File: src/rtl/seg_disp_if.sv
// seg_disp_if -- digit/segment bundle for the seven-segment decoder.
//
// Signals:
//   s    [3:0]  hex digit to display, 0x0-0xF
//   seg  [6:0]  segment drives {g,f,e,d,c,b,a}, active-low (0 = lit)
//
// Modports:
//   master  drives s, observes seg (digit source / testbench)
//   slave   observes s, drives seg (the decoder)
interface seg_disp_if;
    logic [3:0] s;
    logic [6:0] seg;

    modport master (output s, input seg);
    modport slave  (input s, output seg);
endinterface

File: src/rtl/seg_disp.sv
// seg_disp -- hex digit to seven-segment decoder, active-low segments.
//
// Ports:
//   clk    input   system clock, rising edge active
//   reset  input   synchronous active-low reset
//   bus    slave   seg_disp_if: s (hex digit in), seg ({g,f,e,d,c,b,a} out, 0 = lit)
//
// Configuration:
//   SEG_DISP_REG_OUT_EN  undefined (default): seg is a purely combinational decode of s;
//                        clk and reset are present but have no effect.
//                        defined: seg comes from a 7-bit register loaded every rising
//                        edge with the decode of s (1-cycle latency); reset=0 at an edge
//                        blanks the display (7'b1111111) and has priority over s.
module seg_disp (
    input  logic       clk,
    input  logic       reset,
    seg_disp_if.slave  bus
);

    localparam logic [6:0] SegBlank = 7'b1111111;

    logic [6:0] seg_dec;

    // Full 16-entry table, digits 0-9 then A b C d E F.
    always_comb begin
        seg_dec = SegBlank;
        case (bus.s)
            4'h0: seg_dec = 7'b1000000;
            4'h1: seg_dec = 7'b1111001;
            4'h2: seg_dec = 7'b0100100;
            4'h3: seg_dec = 7'b0110000;
            4'h4: seg_dec = 7'b0011001;
            4'h5: seg_dec = 7'b0010010;
            4'h6: seg_dec = 7'b0000010;
            4'h7: seg_dec = 7'b1111000;
            4'h8: seg_dec = 7'b0000000;
            4'h9: seg_dec = 7'b0010000;
            4'hA: seg_dec = 7'b0001000;
            4'hB: seg_dec = 7'b0000011;
            4'hC: seg_dec = 7'b1000110;
            4'hD: seg_dec = 7'b0100001;
            4'hE: seg_dec = 7'b0000110;
            4'hF: seg_dec = 7'b0001110;
            default: seg_dec = SegBlank;
        endcase
    end

`ifdef SEG_DISP_REG_OUT_EN
    logic [6:0] seg_q;

    always_ff @(posedge clk) begin
        if (!reset) begin
            seg_q <= SegBlank;
        end else begin
            seg_q <= seg_dec;
        end
    end

    assign bus.seg = seg_q;
`else
    // clk and reset are kept on the port list so both builds share one footprint.
    logic unused_clk_reset;
    assign unused_clk_reset = clk ^ reset;

    assign bus.seg = seg_dec;
`endif

endmodule

File: src/flat_wrapper.sv
// flat-port wrapper written by rule: the top's interface ports become plain ports
module seg_disp_flat 
  (clk, reset, bus_s, bus_seg);
  seg_disp_if bus_i ();
  input  logic clk;
  input  logic reset;
  input wire logic [$bits(bus_i.s)-1:0] bus_s;
  output wire logic [$bits(bus_i.seg)-1:0] bus_seg;
  assign bus_i.s = bus_s;
  assign bus_seg = bus_i.seg;
  seg_disp u_core (.clk(clk), .reset(reset), .bus(bus_i));
endmodule
File: config.mk
export PLATFORM = sky130hd
export DESIGN_NAME = seg_disp_flat
export DESIGN_NICKNAME = d
export VERILOG_FILES = /design/src/rtl/seg_disp_if.sv /design/src/rtl/seg_disp.sv /design/src/flat_wrapper.sv
export SDC_FILE = /design/constraint.sdc
export NUM_CORES = 1
export LEC_CHECK = 0
export CORE_AREA = 2 2 39 41
export DETAILED_ROUTE_END_ITERATION = 10
export DIE_AREA = 0 0 41 43
export PLACE_DENSITY_LB_ADDON = 0.3
export SLEW_MARGIN = 25
export SYNTH_ARGS = -nofsm -noshare
export SYNTH_HDL_FRONTEND = slang
export SYNTH_SLANG_ARGS = --single-unit
File: constraint.sdc
create_clock -name vclk -period 1
set_input_delay 0.15 -clock vclk [all_inputs]
set_output_delay 0.15 -clock vclk [all_outputs]
set_load 0.05 [all_outputs]
---- After elaboration in Yosys (flattened, before gate mapping) ----
Memory sizes are Yosys's and may differ from the RTL's.
Index checks and enable logic that the tools add are counted.
storage, ports and cells
  register bits after elaboration ......... 0
  bits in read-only memories .............. 112
  output and inout bits ................... 7
  memories kept ........................... 1
  input port bits ......................... 6
  logic and storage cells ................. 1
memory list
  name              depth  width  read ports  clocked after memory_dff  write ports  line            source
  (name not given)  16     7      1           0                         0            seg_disp.sv:27  case (bus.s)

---- Logic depth before layout (Yosys ltp) ----
Gate-level depths: netlist of the first run.
An unclocked memory read counts as a cell.
  depth after elaboration ................. 1
  depth in mapped cells ................... 5
  mapped depth without buffers ............ 5

---- Worst setup path before layout of the first run ----
No wires, ideal clock.
  kind .................................... input port to output port
  from .................................... input port bus_s[1]
  to ...................................... output port bus_seg[0]
  arrival time ............................ 1661 ps
  path buffers ............................ 0
  slack ................................... -811 ps
  cell stages on the path ................. 5
  path through ............................ inv_1 ha_1 or2_2 o21ai_0 o21ai_0
on the way
  word-level cells in the longest chain between the ends .. 1
ends and longest elaborated chain
  element                 line               source
  from (decl)             flat_wrapper.sv:7  input wire logic [$bits(bus_i.s)-1:0] bus_s;
  memory read 16 x 7 bit  -
  to (decl)               flat_wrapper.sv:8  output wire logic [$bits(bus_i.seg)-1:0] bus_seg;
Every way passes these cells.

---- Final worst setup path of the first run ----
Ends and elaborated chain as after synthesis.

==> flow_summary.json, run 1 <==
{
  "status": "complete, but fails checks",
  "violations": "setup timing",
  "hold_violations": 0,
  "rsz0062_at_grt": "true",
  "multi_input_area_um2": 455,
  "ant_nets": 0,
  "max_clock_freq_mhz": 805,
  "start_util_pct": 17.9,
  "fillers": 107,
  "layout_min_cycle_time_ns": 1.24,
  "synthMuxAreaShare_pct": 8.59,
  "place.gp.congestion": 0.696,
  "postSynthCellCount": 35,
  "routed_wl_mm": 1.06,
  "highest_layer": "met3",
  "grt.total_usage_pct": 13.9,
  "p_total_uw": 517,
  "grt_pass1_vias": 398,
  "yosys_warnings": 0,
  "synth.avg_cell_area_um2": 7.08,
  "wire_per_inst_um": 13.4,
  "synth_adder_area_share_pct": 35.4,
  "chipHeight_um": 43,
  "synth_top_family_by_area": "adder cells",
  "dp_cells": 73,
  "nets": 78,
  "synthesis.nets": 48,
  "dr_wl_met3_um": 13,
  "startpoint": "bus_s[1]",
  "dieArea_um2": 1760,
  "drtIter0Drc": 0,
  "num_vias": 363,
  "grt_pass1_wl_mm": 1.75,
  "drt_pre_antenna_iters": 1,
  "tightest_slew_ns": 0.307,
  "antenna_found_initial": 0,
  "hp-class": "input pin to output pin",
  "post-route-util_pct": 63.6,
  "hold_end": "bus_seg[2]",
  "setup.worst_path.class": "input pin to output pin",
  "synth-xor-area-share_pct": 0,
  "row_count": 14,
  "path_max_fanout": 3,
  "slew_violations": 0,
  "power.density_nw_per_um2": 587,
  "netlist_area_um2": 248,
  "drv_cap": 0,
  "final_cells": 79,
  "portBuffers": 11,
  "seq_area_um2": 0,
  "tns_ns": -1.14,
  "irDropWorstVdd_uv": 290,
  "route.met2.wl_um": 667,
  "cp_cell_sequence": "buf_12, buf_6, ha_4, o211ai_1, o21ai_4, buf_12",
  "clock_buffers": 0,
  "hold_start": "bus_s[3]",
  "power.leakage_uw": 0.000368,
  "whs_ns": 0.825,
  "drc_errors": 0,
  "via_per_inst": 4.59,
  "yosys.area_share.simple_pct": 16.2,
  "synth_compound_area_share_pct": 28.8,
  "design.seq.count": 0,
  "cp-start-kind": "input pin",
  "area_growth_pct": 255,
  "synth_cell_types": 18,
  "period_share_pct": 124,
  "critPathArrivalTime_ns": 1.09,
  "relSlewSlack_pct": 79.4,
  "layout-drive-gt1-share_pct": 95.2,
  "final_common_cell": "buf_4",
  "grt_max_degree": 11,
  "setup_viol": 7,
  "crit_required_ns": 0.85,
  "layout_common_cells": "buf_4, buf_12, buf_6",
  "fin_ws_ns": -0.242,
  "path_common_cell": "buf_12",
  "overflow": 0,
  "holdPathStages": 4,
  "pin_count": 13,
  "antenna_cells": 0,
  "die_w_um": 41,
  "crit_path_end_kind": "output pin",
  "core_area_um2": 1380,
  "hpwl_um": 685,
  "slowest_stage": "o211ai_1",
  "yosysSeqAreaShare_pct": 0,
  "drt-met1-wl_um": 380,
  "worst_path_largest_cell_delay_ns": 0.29
}
==> metrics by stage <==
stage	setup slack, ns	cell area [um^2]
2_1_floorplan	-0.0430	408
3_3_place_gp	-0.745	699
3_5_place_dp	-0.775	699
4_1_cts	-0.320	848
5_1_grt	-0.252	880
6_report	-0.242	880
==> layout make-up <==
class              instances  share of cell area [%]
inverters                  3                    3.56
well taps                 16                    2.28
multi-input cells         30                    51.8
repair buffers            30                    42.4
==> metal layers <==
metal	track usage, %	vias up
li1	-	181
met1	15.8	177
met2	27.8	5
met3	0	0
met4	0	0
met5	0	-
==> worst max-delay path by stage <==
stage | to | slack, ns | depth (start not counted)
floorplan | bus_seg[3] | -0.04 | 5
CTS | bus_seg[3] | -0.32 | 8
global placement | bus_seg[3] | -0.74 | 8
finish | bus_seg[0] | -0.24 | 6
global route | bus_seg[0] | -0.25 | 6
detailed placement | bus_seg[3] | -0.77 | 6
==> synth_stat cells, drive strengths merged <==
library cell  n  area [um^2]
ha            7         87.6
nand2         6         22.5
o21ai         5         25.0
inv           3         11.3
buf           2         16.3
o22ai         2         12.5
a21boi        1         7.51
a21oi         1         5.00
a31oi         1         6.26
mux2          1         11.3
mux2i         1         10.0
nand2b        1         6.26
nand3         1         5.00
o211ai        1         7.51
o21a          1         7.51
or2           1         6.26
==> cells by family (layout without fill, tap and decap cells) <==
family	Yosys count	in the layout
AOI/OAI and AO/OA	12	12
adders and majority gates	7	7
buffers and inverters	5	33
muxes	2	2
and+or+nand+nor	9	9
==> worst max-delay path: cells and delay by family <==
family                   cells  cell delay [ns]
AO/OA/AOI/OAI                2             0.40
adder cells (fa/ha/maj)      1             0.15
buffers and inverters        3             0.39
==> power breakdown <==
| part | leakage [uW] | switching, uW | internal [uW] |
|---|---|---|---|
| logic | 0.000368 | 255 | 262 |
| clock network | 0 | 0 | 0 |
| registers | 0 | 0 | 0 |
| total | 0.000368 | 255 | 262 |
==> what timing repair did <==
item,4_1_cts,5_1_grt
setup endpoints to repair,7,7
gates resized for setup,41,7
pin swaps,13,8
buffers inserted,4,1
hold buffers,0,0
cloned,1,1
Note: power is estimated with default switching activity, not from simulation.
==> inputs of run 2 (changes only) <==
SKIP_LAST_GASP = 1   (was unset)
==> flow_summary.json, run 2 (synthesized netlist as in run 1, its figures left out) <==
{
  "setup_viol": 7,
  "p_sw_share_pct": 49.3,
  "critPathArrivalTime_ns": 1.09,
  "power.density_nw_per_um2": 587,
  "pwr-share-comb_pct": 100.0,
  "clock_buffers": 0,
  "switchingPower_uw": 255,
  "postCtsHoldBufs": 0,
  "irDropWorstVdd_uv": 290,
  "design.seq.count": 0,
  "drc_errors": 0,
  "status": "complete, but fails checks",
  "drt_pre_antenna_iters": 1,
  "layout_common_cells": "buf_4, buf_12, buf_6",
  "portBuffers": 11,
  "overflow": 0,
  "crit_path_end_kind": "output pin",
  "setup.worst_path.class": "input pin to output pin",
  "cp-start-kind": "input pin",
  "pwr-share-seq_pct": 0,
  "p_int_uw": 262,
  "hpwl_um": 685,
  "area_growth_pct": 255,
  "path_max_fanout": 3,
  "num_vias": 363,
  "stdcell_area_um2": 880,
  "post-route-util_pct": 63.6,
  "chipHeight_um": 43,
  "power.leakage_uw": 0.000369,
  "pin_count": 13,
  "routed_wl_mm": 1.06,
  "drtIter0Drc": 0,
  "antenna_found_initial": 0,
  "layout-drive-gt1-share_pct": 95.2,
  "relSlewSlack_pct": 79.4,
  "core_area_um2": 1380,
  "hold_violations": 0,
  "whs_ns": 0.825,
  "grt_pass1_vias": 398,
  "hp-class": "input pin to output pin",
  "place.gp.congestion": 0.696,
  "rsz0062_at_grt": "true",
  "p_clk_share_pct": 0,
  "layout_min_cycle_time_ns": 1.24,
  "drv_cap": 0,
  "violations": "setup timing",
  "antenna_cells": 0,
  "fin_ws_ns": -0.241,
  "period_share_pct": 124,
  "slew_violations": 0,
  "grt.total_usage_pct": 13.9,
  "max_clock_freq_mhz": 806,
  "dieArea_um2": 1760,
  "grt_pass1_wl_mm": 1.75,
  "nets": 78,
  "via_per_inst": 4.59,
  "start_util_pct": 17.9,
  "placed_area_um2": 699,
  "final_common_cell": "buf_4",
  "grt_max_degree": 11,
  "crit_required_ns": 0.85,
  "die_w_um": 41,
  "row_count": 14,
  "seq_area_um2": 0,
  "ant_nets": 0,
  "wire_per_inst_um": 13.4,
  "tightest_slew_ns": 0.307
}
-- run 2: cell counts in the layout (fill, tap and decap cells not counted) --
No cell type changed its count.
-- run 2: worst paths after layout --
kind      from         end  slack [ns]  depth (start not counted)
min   bus_s[3]  bus_seg[2]        0.83                          4
max   bus_s[1]  bus_seg[0]       -0.24                          6
-- run 2: worst max-delay path, stage by stage --
cell	delay, ns
buf_12	0.11
buf_6	0.12
ha_4	0.15
o211ai_1	0.29
o21ai_4	0.11
buf_12	0.16
-- run 2: layout make-up --
class | count | area (um^2)
Fill cell | 107 | 504
Inverter | 3 | 31.3
Multi-Input combinational cell | 30 | 455
Tap cell | 16 | 20.0
Timing Repair Buffer | 30 | 373
-- run 2: timing repair --
item | CTS | global route
cloned | 1 | 1
endpoints found under the setup margin | 7 | 7
pin swaps | 13 | 7
setup buffers | 4 | 1
resized for setup | 41 | 7
-- run 2: power by group through the flow --
stage | sequential [uW] | combinational, uW | clock (uW)
after global routing | 0 | 541 | 0
after global placement | 0 | 436 | 0
after floorplan | 0 | 246 | 0
after CTS | 0 | 500 | 0
after detailed placement | 0 | 442 | 0
final | 0 | 517 | 0
-- run 2: layer usage --
| layer | up-vias | track usage (%) | wire, um |
|---|---|---|---|
| li1 | 181 | - | - |
| met1 | 177 | 15.8 | 382 |
| met2 | 5 | 27.8 | 665 |
| met3 | 0 | 0 | 13 |
| met4 | 0 | 0 | 0 |
| met5 | - | 0 | 0 |
-- run 2: metrics by stage --
step / setup TNS (ns) / worst slack (ns) / total power (uW) / instances
after floorplan: -0.0973 / -0.0430 / 246 / 35
after detailed placement: -5.11 / -0.775 / 442 / 73
final: -1.16 / -0.241 / 517 / 79
after global routing: -1.33 / -0.252 / 541 / 79
after CTS: -1.71 / -0.320 / 500 / 78
after global placement: -4.91 / -0.745 / 436 / 73
